File: src/rtl/mmio_arbiter.sv
// mmio_arbiter: lets NUM_HOSTS upstream MMIO hosts share one downstream MMIO
// device port. The read and write channels are arbitrated independently. Each
// channel has its own round-robin grant FSM and its own watchdog. The watchdog
// completes a stalled transaction with an error response.
//
// Ports:
//   clock, reset                 system clock; asynchronous active-low reset
//   host_read_req/index          per-host read request and packed word index
//   host_read_ack/data           per-host read ack pulse; shared read data
//   host_write_req/index/data    per-host write request, packed index and data
//   host_write_ack               per-host write ack pulse
//   device_read_*                downstream read request/index, ack/data
//   device_write_*               downstream write request/index/data, ack
//   read_timeout/write_timeout   sticky forced-completion flags
//   clear_timeout                synchronous clear of both sticky flags

// One arbitration channel: round-robin grant FSM, watchdog and sticky flag.
module mmio_arbiter_chan #(
    parameter int NUM_HOSTS      = 2,
    parameter int TIMEOUT_CYCLES = 256,
    parameter int GW             = $clog2(NUM_HOSTS)
) (
    input  logic                 clock,
    input  logic                 reset,
    input  logic [NUM_HOSTS-1:0] host_req,
    input  logic                 dev_ack,
    input  logic                 clear,
    output logic                 busy,
    output logic [GW-1:0]        grant,
    output logic [NUM_HOSTS-1:0] host_ack,
    output logic                 timeout_flag
);
    localparam int            CW        = $clog2(TIMEOUT_CYCLES);
    localparam int            SW        = GW + 1;
    localparam logic [CW-1:0] WDOG_LAST = CW'(TIMEOUT_CYCLES - 1);
    localparam logic [SW-1:0] HOSTS_SW  = SW'(NUM_HOSTS);
    localparam logic [GW-1:0] LAST_HOST = GW'(NUM_HOSTS - 1);
    localparam logic          ST_IDLE   = 1'b0;
    localparam logic          ST_BUSY   = 1'b1;

    logic          state_q, state_d;
    logic [GW-1:0] grant_q, grant_d;
    logic [GW-1:0] ptr_q, ptr_d;
    logic [CW-1:0] wdog_q, wdog_d;
    logic          flag_q, flag_d;
    logic [SW-1:0] cand;
    logic          found;
    logic          expire;
    logic          done;

    always_comb begin
        state_d  = state_q;
        grant_d  = grant_q;
        ptr_d    = ptr_q;
        wdog_d   = wdog_q;
        flag_d   = flag_q;
        host_ack = '0;
        cand     = '0;
        found    = 1'b0;
        expire   = 1'b0;
        done     = 1'b0;
        if (state_q == ST_IDLE) begin
            // Scan ptr, ptr+1, ... modulo NUM_HOSTS. The first hit wins.
            // The extra sum bit keeps the wrap correct for non-power-of-two host counts.
            for (int i = 0; i < NUM_HOSTS; i++) begin
                cand = {1'b0, ptr_q} + SW'(i);
                if (cand >= HOSTS_SW) begin
                    cand = cand - HOSTS_SW;
                end
                if (!found && host_req[cand[GW-1:0]]) begin
                    found   = 1'b1;
                    grant_d = cand[GW-1:0];
                end
            end
            if (found) begin
                state_d = ST_BUSY;
                wdog_d  = '0;
            end
        end else begin
            // A real device ack in the expiry cycle takes precedence over the forced completion.
            expire = (wdog_q == WDOG_LAST) && !dev_ack;
            done   = dev_ack || expire;
            if (done) begin
                state_d           = ST_IDLE;
                ptr_d             = (grant_q == LAST_HOST) ? '0 : grant_q + 1'b1;
                host_ack[grant_q] = 1'b1;
            end else begin
                wdog_d = wdog_q + 1'b1;
            end
            if (expire) begin
                flag_d = 1'b1;
            end
        end
        if (clear) begin
            flag_d = 1'b0;
        end
    end

    always_ff @(posedge clock or negedge reset) begin
        if (!reset) begin
            state_q <= ST_IDLE;
            grant_q <= '0;
            ptr_q   <= '0;
            wdog_q  <= '0;
            flag_q  <= 1'b0;
        end else begin
            state_q <= state_d;
            grant_q <= grant_d;
            ptr_q   <= ptr_d;
            wdog_q  <= wdog_d;
            flag_q  <= flag_d;
        end
    end

    assign busy         = (state_q == ST_BUSY);
    assign grant        = grant_q;
    assign timeout_flag = flag_q;
endmodule

module mmio_arbiter #(
    parameter int                    NUM_HOSTS      = 2,
    parameter int                    INDEX_WIDTH    = 32,
    parameter int                    DATA_WIDTH     = 32,
    parameter int                    TIMEOUT_CYCLES = 256,
    parameter logic [DATA_WIDTH-1:0] ERROR_DATA     = 32'hDEAD_BEEF
) (
    input  logic                             clock,
    input  logic                             reset,
    input  logic [NUM_HOSTS-1:0]             host_read_req,
    input  logic [NUM_HOSTS*INDEX_WIDTH-1:0] host_read_index,
    output logic [NUM_HOSTS-1:0]             host_read_ack,
    output logic [DATA_WIDTH-1:0]            host_read_data,
    input  logic [NUM_HOSTS-1:0]             host_write_req,
    input  logic [NUM_HOSTS*INDEX_WIDTH-1:0] host_write_index,
    input  logic [NUM_HOSTS*DATA_WIDTH-1:0]  host_write_data,
    output logic [NUM_HOSTS-1:0]             host_write_ack,
    output logic                             device_read_req,
    output logic [INDEX_WIDTH-1:0]           device_read_index,
    input  logic                             device_read_ack,
    input  logic [DATA_WIDTH-1:0]            device_read_data,
    output logic                             device_write_req,
    output logic [INDEX_WIDTH-1:0]           device_write_index,
    output logic [DATA_WIDTH-1:0]            device_write_data,
    input  logic                             device_write_ack,
    output logic                             read_timeout,
    output logic                             write_timeout,
    input  logic                             clear_timeout
);
    localparam int GW = $clog2(NUM_HOSTS);

    logic          rd_busy, wr_busy;
    logic [GW-1:0] rd_grant, wr_grant;

    mmio_arbiter_chan #(
        .NUM_HOSTS(NUM_HOSTS), .TIMEOUT_CYCLES(TIMEOUT_CYCLES), .GW(GW)
    ) u_rd_chan (
        .clock(clock), .reset(reset), .host_req(host_read_req),
        .dev_ack(device_read_ack), .clear(clear_timeout), .busy(rd_busy),
        .grant(rd_grant), .host_ack(host_read_ack), .timeout_flag(read_timeout)
    );

    mmio_arbiter_chan #(
        .NUM_HOSTS(NUM_HOSTS), .TIMEOUT_CYCLES(TIMEOUT_CYCLES), .GW(GW)
    ) u_wr_chan (
        .clock(clock), .reset(reset), .host_req(host_write_req),
        .dev_ack(device_write_ack), .clear(clear_timeout), .busy(wr_busy),
        .grant(wr_grant), .host_ack(host_write_ack), .timeout_flag(write_timeout)
    );

    // Device-side outputs follow the granted host and are zero while idle.
    always_comb begin
        device_read_req    = rd_busy;
        device_read_index  = '0;
        device_write_req   = wr_busy;
        device_write_index = '0;
        device_write_data  = '0;
        host_read_data     = '0;
        for (int h = 0; h < NUM_HOSTS; h++) begin
            if (rd_busy && (rd_grant == GW'(h))) begin
                device_read_index = host_read_index[h*INDEX_WIDTH +: INDEX_WIDTH];
            end
            if (wr_busy && (wr_grant == GW'(h))) begin
                device_write_index = host_write_index[h*INDEX_WIDTH +: INDEX_WIDTH];
                device_write_data  = host_write_data[h*DATA_WIDTH +: DATA_WIDTH];
            end
        end
        // A host ack without a device ack can only be a forced completion.
        if (|host_read_ack) begin
            host_read_data = device_read_ack ? device_read_data : ERROR_DATA;
        end
    end
endmodule
File: config.mk
export PLATFORM = sky130hd
export DESIGN_NAME = mmio_arbiter
export DESIGN_NICKNAME = d
export VERILOG_FILES = /design/src/rtl/mmio_arbiter.sv
export SDC_FILE = /design/constraint.sdc
export NUM_CORES = 1
export LEC_CHECK = 0
export CAP_MARGIN = 30
export CORE_AREA = 5 5 138 140
export CTS_BUF_LIST = sky130_fd_sc_hd__clkbuf_4 sky130_fd_sc_hd__clkbuf_8
export DETAILED_ROUTE_END_ITERATION = 10
export DIE_AREA = 0 0 143 145
export GPL_ROUTABILITY_DRIVEN = 1
export GPL_TIMING_DRIVEN = 0
export PLACE_DENSITY = 0.62
export SYNTH_ARGS = -nofsm -noshare
export SYNTH_HDL_FRONTEND = slang
export SYNTH_SLANG_ARGS = --single-unit
export TNS_END_PERCENT = 1
File: constraint.sdc
create_clock -name clock -period 2.05 [get_ports clock]
set_input_delay 0.615 -clock clock [delete_from_list [all_inputs] [get_ports clock]]
set_output_delay 0.615 -clock clock [all_outputs]
set_load 0.03 [all_outputs]
## After elaboration in Yosys (flattened, before gate mapping)

Cells that the tools add are included.

| storage, ports and cells | value |
|---|---|
| input port bits | 233 |
| memory bits (writable) | 0 |
| bits in registers | 24 |
| memories kept | 0 |
| word-level logic and storage cells | 137 |
| latch bits | 0 |
| bits in read-only memories | 0 |

| operators by class | value |
|---|---|
| reduce and logical (&&, ||, !) cells | 33 |
| equality and inequality tests | 4 |
| shift-type cells | 0 |
| bitwise gates (word level) | 4 |
| mux-type cells | 64 |
| add/sub/neg operators | 10 |
| div/mod/pow operators | 0 |
| multiply operators | 0 |
| magnitude comparators | 12 |

Operators with widths:

| cell | number |
|---|---|
| 2-to-1 mux 32 bit | 8 |
| 2-to-1 mux 8 bit | 6 |
| 2-to-1 mux 1 bit | 44 |
| adder 8 x 1 -> 8 bit (second input constant) | 2 |
| == test 8 bit (second input constant) | 2 |
| AND reduction 2 bit | 8 |
| nonzero test 2 bit | 8 |
| less-than comparator 1 x 2 -> 1 bit (second input constant) | 6 |
| logical AND 1 bit | 10 |
| 2-to-1 mux 2 bit | 4 |
| adder 1 x 1 -> 2 bit (second input constant) | 2 |
| >= comparator 1 x 2 -> 1 bit (second input constant) | 2 |
| >= comparator 2 bit (second input constant) | 2 |
| logical NOT 1 bit | 4 |
| inequality test 2 bit (second input constant) | 2 |
| inverter 1 bit | 4 |
| subtractor 1 bit (second input constant) | 4 |
| adder 1 bit (second input constant) | 2 |
| demux 1 bit (select 1 bit) | 2 |
| >= comparator 1 bit (second input constant) | 2 |
| logical OR 1 bit | 2 |
| OR reduction 2 bit | 1 |

## Logic depth before layout (Yosys ltp)

Gate-level depths: netlist of the first run.

| depth | value |
|---|---|
| depth in word-level cells | 13 |
| gate-level depth with buffers | 6 |

## Hierarchy

A second synthesis of the first run with hierarchy kept.

| unflattened totals | value |
|---|---|
| cell total of the unflattened synthesis | 423 |
| area, all modules | 3429.5 µm² |

By module, submodules not included:

| module | instances | area an instance (µm²) | cells an instance |
|---|---|---|---|
| mmio_arbiter | 1 | 2038.2 | 277 |
| mmio_arbiter_chan (u_wr_chan) | 1 | 754.5 | 80 |
| mmio_arbiter_chan (u_rd_chan) | 1 | 636.9 | 66 |

## Least setup slack after synthesis of the first run

OpenSTA, ideal clock, no wires.

| timing | value |
|---|---|
| kind | reg-to-output |
| start | register u_rd_chan.wdog_q[0] |
| end | output port host_read_data[19] |
| buffers on the path | 1 |
| path slack | -0.286 ns |
| arrival | 1.721 ns |
| cell stages (with the launch flop) | 7 |
| cell sequence | dfrtp_1 > ha_1 > nand4_1 > nor2_1 > o21ai_2 > clkbuf_1 > a21oi_1 |

| on the way | value |
|---|---|
| word-level cells in the longest chain between the ends | 7 |

RTL lines:

| item | RTL line | text |
|---|---|---|
| start, declared | 44 | `logic [CW-1:0] wdog_q, wdog_d;` |
| start signal, assigned | 110 | `wdog_q <= wdog_d;` |
| == test 8 bit | 81 | `expire = (wdog_q == WDOG_LAST) && !dev_ack;` |
| logical AND 1 bit | 81 |  |
| logical OR 1 bit | 82 | `done = dev_ack \|\| expire;` |
| 2-to-1 mux 2 bit | 83 | `if (done) begin` |
| 2-to-1 mux 2 bit | 62 | `if (state_q == ST_IDLE) begin` |
| OR reduction 2 bit | 188 | `if (\|host_read_ack) begin` |
| 2-to-1 mux 32 bit | 188 |  |
| end, declared | 132 | `output logic [DATA_WIDTH-1:0] host_read_data,` |

No other way between the ends.

## Final worst setup path of the first run

| timing | value |
|---|---|
| start | register u_rd_chan.wdog_q[0] |
| end | output port host_read_data[12] |

The elaborated chain is that of the path after synthesis.

==> flow_metrics.tcl, run 1 <==
set metrics [dict create \
    yosysMostFrequentCell "nor2_1" \
    h-tree-depth 1 \
    path_clk_slew_ns 0.08 \
    gp_congestion 0.801 \
    final_nets 1035 \
    drive_above_1_share 0.342 \
    synth_flop_cell "dfrtp_1" \
    insertion_delay_ns 0.27 \
    portBuffers 367 \
    fillers 1840 \
    area_growth_pct 161 \
    p_comb_frac 0.825 \
    rows 49 \
    die_h_um 145 \
    power.total_mw 5.55 \
    place_area_um2 7230 \
    rsz0062_at_grt "yes" \
    cts_tree "yes" \
    syn-cell-area_um2 2930 \
    grt_max_degree 20 \
    dr.pass1.iters 4 \
    critical_path.top_delay_family "buffers and inverters" \
    p_int_mw 2.86 \
    ctsRootBufferMaster "clkbuf_8" \
    crit_buf_inv 3 \
    period_share 1.19 \
    finalSetupViolations 80 \
    fp.dieArea_um2 20700 \
    cp-start-kind "flip-flop" \
    track_usage 0.158 \
    clockPowerShare 0.059 \
    timing.final.crit_period_ns 2.44 \
    cpPeakStageDelay_ns 0.40 \
    violations "negative setup slack" \
    synthTopCellsByCount "nor2_1, mux2i_1, a21oi_1" \
    whs_path_depth 1 \
    status "complete, but fails checks" \
    path_class "reg -> out" \
    wl_per_cell_um 17.1 \
    arrival_ns 1.83 \
    ir_drop_mv 0.425 \
    sw_frac_of_total 0.485 \
    clockBufferDepth 2 \
    cts_sinks 24 \
    overflow 0 \
    top_regs "u_rd_chan.wdog_q: 8 flops, u_wr_chan.wdog_q: 8 flops" \
    r2r_end "u_rd_chan.wdog_q[2]$_DFFE_PN0P_" \
    leakage_nw 3.54 \
    yosysTopAreaCell "mux2i_1" \
    ys_seq_area_frac 0.205 \
    numCtsBuffers 3 \
    chipWidth_um 143 \
    vias 4247 \
    dp_hpwl_um 14900 \
    start_util 0.165 \
    worstPathCellList "ha_2, nand4_1, nor2_2, o21ai_4, buf_8, buf_12, a21oi_4, buf_6" \
    finalWirelength_um 17600 \
    syn_nets 641 \
    hold_path.class "reg -> reg" \
    drt_iter0_drc 114 \
    sequentialPowerShare 0.117 \
    rr_startpoint "u_rd_chan.wdog_q[0]$_DFFE_PN0P_" \
    p_per_area_nw_per_um2 727 \
    ys_types 37 \
    viasPerCell 4.13 \
    ios 369 \
    cap_violations 0 \
    power.switching_mw 2.69 \
    synth.avg_cell_area_um2 7.21 \
    crit_fanout 8 \
    synth_cells 406 \
    synth_top_area_frac 0.328 \
    hold-worst-slack_ns 0.500 \
    ys_async_sr_fraction 1.00 \
    skew_ns 0.00183 \
    ys_ff_latch 24 \
    ff2ff_path_depth 14 \
    timing.slew.headroom 0.498 \
    cp-end-kind "output pin" \
    synth_area_leaders "mux2i_1, dfrtp_1, nor2_1" \
    grt_first_pass_wirelength_um 25600 \
    worstMarginPinSlew_ns 0.745 \
    required_ns 1.43 \
    ant_nets 0 \
    hold_end "u_rd_chan.wdog_q[7]$_DFFE_PN0P_" \
    finalMaxSlewViolations 0 \
    stdcell_area_um2 7630 \
    hold_viol_final 0 \
    hold_path.startpoint "u_rd_chan.wdog_q[7]$_DFFE_PN0P_" \
    fin_ws_ns -0.394 \
    rrSetupSlack_ns -0.32 \
    synth_edf_count 0 \
    yosysWarnings 0 \
    fmax_mhz 409 \
    grt_pass1_vias 4265 \
    fp.coreArea_um2 17700 \
    critPathSlowestCell "dfrtp_1" \
    antenna_found_initial 1 \
    drcViolationCount 0 \
]
## worst register-to-register path, cell delays in order (launching register included)
cell	delay (ns)
dfrtp_1	0.37
ha_2	0.19
nand4_1	0.13
buf_4	0.17
buf_4	0.12
buf_4	0.12
buf_4	0.12
buf_4	0.12
buf_4	0.12
buf_4	0.12
buf_4	0.12
o21ai_2	0.18
buf_6	0.15
nand2_2	0.07
a31oi_1	0.19
## cell type report
type | instances | area [µm²] | area share
Antenna cell | 1 | 2.50 | 0.000328
Inverter | 31 | 134 | 0.0175
Clock buffer | 4 | 55.1 | 0.00721
Tap cell | 229 | 287 | 0.0375
Timing Repair Buffer | 391 | 3750 | 0.492
Buffer | 29 | 360 | 0.0472
Multi-Input combinational cell | 320 | 2440 | 0.320
Sequential cell | 24 | 602 | 0.0788
## worst max path at each step
stage | from | end | slack, ns | depth (start not counted)
detailed placement | device_read_ack | host_read_data[13] | -0.97 | 5
CTS | u_rd_chan.wdog_q[1]$_DFFE_PN0P_ | host_read_data[9] | -0.52 | 8
floorplan | u_rd_chan.wdog_q[0]$_DFFE_PN0P_ | host_read_ack[0] | -0.11 | 6
global placement | u_rd_chan.wdog_q[0]$_DFFE_PN0P_ | host_read_data[11] | -0.95 | 7
global route | u_rd_chan.wdog_q[1]$_DFFE_PN0P_ | host_read_data[9] | -0.49 | 8
finish | u_rd_chan.wdog_q[0]$_DFFE_PN0P_ | host_read_data[12] | -0.39 | 8
## through the flow
step / setup TNS, ns / setup slack [ns] / util / cells
floorplan: -7.01 / -0.110 / - / 406
global placement: -83.97 / -0.953 / 0.407 / 1002
detailed placement: -84.99 / -0.968 / 0.408 / 1003
CTS: -19.71 / -0.517 / 0.427 / 1024
global route: -22.16 / -0.488 / 0.431 / 1028
finish: -15.34 / -0.394 / 0.431 / 1029
## metal layers
metal	global-route usage	wire, µm	vias to the layer above
met5	0	0	-
met4	0.0276	178	0
met3	0.0270	977	9
met2	0.290	9370	118
met1	0.194	7060	1946
li1	-	-	2174
## power by group through the flow
stage	logic (mW)	registers [mW]	clock network, mW
floorplan	2.51	0.648	0
global placement	4.28	0.654	0
detailed placement	4.29	0.653	0
CTS	4.48	0.645	0.340
global route	4.84	0.660	0.358
finish	4.58	0.647	0.326
## cell usage in the layout, fill, tap and decap left out, drive strengths merged
cell	Yosys	layout
dfrtp	24	24
nand4	2	2
nand2b	1	1
dlymetal6s2s	0	2
clkdlybuf4s18	0	2
a221o	2	2
clkbuf	15	14
mux2	4	4
mux2i	96	96
clkdlybuf4s50	0	227
o31ai	1	1
inv	29	29
nor2b	1	1
nand3	12	12
a22o	2	2
diode	0	1
or2b	1	1
and3	10	10
dlygate4sd2	0	6
ha	2	2
xor2	1	1
clkinv	2	2
o21a	1	1
buf	16	163
clkdlybuf4s15	0	10
and4	3	3
a311oi	1	1
o21ai	13	13
a21oi	33	33
nand2	10	10
o211ai	1	1
nor2	110	110
a31oi	6	6
nor3	5	5
o31a	1	1
or3	1	1
## timing repair
item / 4_1_cts / 5_1_grt
hold buffers: 0 / 0
pin swaps: 6 / 7
cloned: 2 / 1
setup buffers: 15 / 5
gates resized for setup: 779 / 170
setup endpoints to repair: 133 / 139
## cells by family after synthesis
family,synth area share
flip-flops,0.205
AND/OR/NAND/NOR,0.230
AO/OA/AOI/OAI,0.122
multiplexers,0.344
buffers and inverters,0.0872
adder cells (fa/ha/maj),0.00855
XOR/XNOR,0.00299
(Power assumes the default switching activity.)
==> run 2: changes to the inputs <==
PLACE_DENSITY = not set   (was 0.62)
PLACE_DENSITY_LB_ADDON = 0.1   (was not set)
==> run 2 against run 1 <==
Against the previous run: first-iteration DRC count down 33%; sequential cell count unchanged; combinational power about the same; clock skew shrank 0.00081 ns; critical path type unchanged; worst hold slack lost 0.0030 ns; core utilization decreased by 0.36 points; register-to-register slack better by 0.59 ns; power is 0.58% lower; global-route usage rose by 0.30 points; design area shrank 0.84%; the run still ends with negative setup slack left; non-clock buffer count decreased by 12.
==> flow_metrics.tcl, run 2 (synthesized netlist as in run 1, its figures left out) <==
set metrics [dict create \
    crit_fanout 5 \
    overflow 0 \
    violations "negative setup slack" \
    viasPerCell 4.26 \
    power.total_mw 5.52 \
    cts_tree "yes" \
    ant_nets 0 \
    startpoint "u_rd_chan.wdog_q[0]$_DFFE_PN0P_" \
    required_ns 1.43 \
    fin_ws_ns -0.333 \
    timing.final.crit_period_ns 2.38 \
    drt_iter0_drc 76 \
    rows 49 \
    finalMaxSlewViolations 0 \
    sw_frac_of_total 0.489 \
    hold_path.class "reg -> reg" \
    start_util 0.165 \
    cts_sinks 24 \
    clockPowerShare 0.050 \
    h-tree-depth 1 \
    period_share 1.16 \
    rr_startpoint "u_rd_chan.wdog_q[0]$_DFFE_PN0P_" \
    path_clk_slew_ns 0.08 \
    fillers 1751 \
    p_per_area_nw_per_um2 729 \
    finalWirelength_um 18200 \
    clockBufferDepth 2 \
    path_class "reg -> out" \
    p_int_mw 2.82 \
    dr.pass1.iters 4 \
    hold_path.startpoint "u_rd_chan.wdog_q[7]$_DFFE_PN0P_" \
    final_nets 1023 \
    placed_cells 1003 \
    numCtsBuffers 3 \
    chipWidth_um 143 \
    drive_above_1_share 0.333 \
    grt_pass1_vias 4445 \
    timing.slew.headroom 0.597 \
    top_regs "u_rd_chan.wdog_q: 8 flops, u_wr_chan.wdog_q: 8 flops" \
    grt_max_degree 14 \
    area_growth_pct 159 \
    fp.dieArea_um2 20700 \
    finalSetupViolations 67 \
    hold_viol_final 0 \
    p_comb_frac 0.827 \
    ios 369 \
    track_usage 0.161 \
    skew_ns 0.00102 \
    cap_violations 0 \
    arrival_ns 1.77 \
    die_h_um 145 \
    layout_common_cells "clkdlybuf4s50_1, mux2i_1, buf_4, nor2_1, buf_6" \
    wl_per_cell_um 17.9 \
    instances_no_fill 1017 \
    fmax_mhz 420 \
    grt_first_pass_wirelength_um 26700 \
    leakage_nw 3.49 \
    worstMarginPinSlew_ns 0.603 \
    rsz0062_at_grt "yes" \
    insertion_delay_ns 0.26 \
    drcViolationCount 0 \
    final_common_cell "clkdlybuf4s50_1" \
    vias 4331 \
    antenna_found_initial 2 \
    ctsRootBufferMaster "clkbuf_8" \
    status "complete, but fails checks" \
    cp-start-kind "flip-flop" \
    power.switching_mw 2.70 \
    sequentialPowerShare 0.123 \
    dp_hpwl_um 15900 \
    portBuffers 367 \
    gp_congestion 0.863 \
    cp-end-kind "output pin" \
    fp.coreArea_um2 17700 \
    ir_drop_mv 0.382 \
]
## run 2: cell types whose count changed in the layout (fill, tap and decap cells not counted), moves of 3 or more
| cell | previous run | this run |
|---|---|---|
| buf_8 | 3 | 6 |
| clkbuf_8 | 6 | 3 |
| dfrtp_1 | 23 | 20 |
| clkdlybuf4s15_2 | 10 | 5 |
| buf_2 | 8 | 14 |
| buf_4 | 93 | 76 |
| dfrtp_2 | 1 | 4 |
## run 2: metal layers
metal	vias to the layer above	global-route usage	part of all wire
met1	1985	0.167	0.34
met5	-	0	0
met4	0	0.0128	0.0019
met3	2	0.0444	0.095
li1	2147	-	-
met2	197	0.328	0.57
## run 2: path summary, 6_finish.rpt
| check | depth (start not counted) | endpoint | slack (ns) |
|---|---|---|---|
| min in group asynchronous | 1 | u_wr_chan.busy$_DFF_PN0_ | 0.73 |
| max | 8 | host_read_data[21] | -0.33 |
| max reg2reg | 8 | u_rd_chan.wdog_q[6]$_DFFE_PN0P_ | 0.27 |
| min reg2reg | 1 | u_rd_chan.wdog_q[7]$_DFFE_PN0P_ | 0.50 |
| min | 1 | u_rd_chan.wdog_q[7]$_DFFE_PN0P_ | 0.50 |
| max in group asynchronous | 2 | u_rd_chan.busy$_DFF_PN0_ | 0.80 |
## run 2: area by class of cell
type,count,area (µm²),share of cell area
Antenna cell,2,5.00,0.000661
Buffer,30,387,0.0511
Clock buffer,3,41.3,0.00545
Inverter,31,134,0.0177
Multi-Input combinational cell,320,2470,0.326
Sequential cell,24,606,0.0800
Tap cell,229,287,0.0378
Timing Repair Buffer,378,3650,0.482
## run 2: power groups by stage
stage / Clock [mW] / Combinational, mW / Sequential (mW)
final: 0.273 / 4.57 / 0.680
after global routing: 0.315 / 4.85 / 0.699
after CTS: 0.286 / 4.40 / 0.678
after detailed placement: 0 / 4.30 / 0.656
after global placement: 0 / 4.27 / 0.650
after floorplan: 0 / 2.51 / 0.648
## run 2: critical path: stages, from the launching register on
cell and delay, ns:
dfrtp_2 0.41, ha_4 0.14, nand4_1 0.12, nor2_2 0.18, o21ai_4 0.09, buf_12 0.15, clkbuf_16 0.16, a21oi_4 0.11
buf_6 0.15
## run 2: through the flow
stage | setup slack [ns] | util | hold slack [ns] | cell area, µm² | TNS [ns]
after floorplan | -0.110 | - | 0.319 | 3240 | -7.01
after global placement | -0.883 | 0.407 | 0.465 | 7200 | -81.45
after detailed placement | -0.945 | 0.407 | 0.486 | 7220 | -84.43
after CTS | -0.473 | 0.417 | 0.499 | 7380 | -17.16
after global routing | -0.456 | 0.427 | 0.536 | 7570 | -17.00
final | -0.333 | 0.427 | 0.497 | 7570 | -9.38
## run 2: timing repair
action / CTS / global route
setup buffers: 4 / 4
pin swaps: 6 / 3
hold endpoints to repair: 0 / 0
hold buffers: 0 / 0
setup endpoints to repair: 133 / 133
gates cloned: 2 / 0
resized for setup: 794 / 163
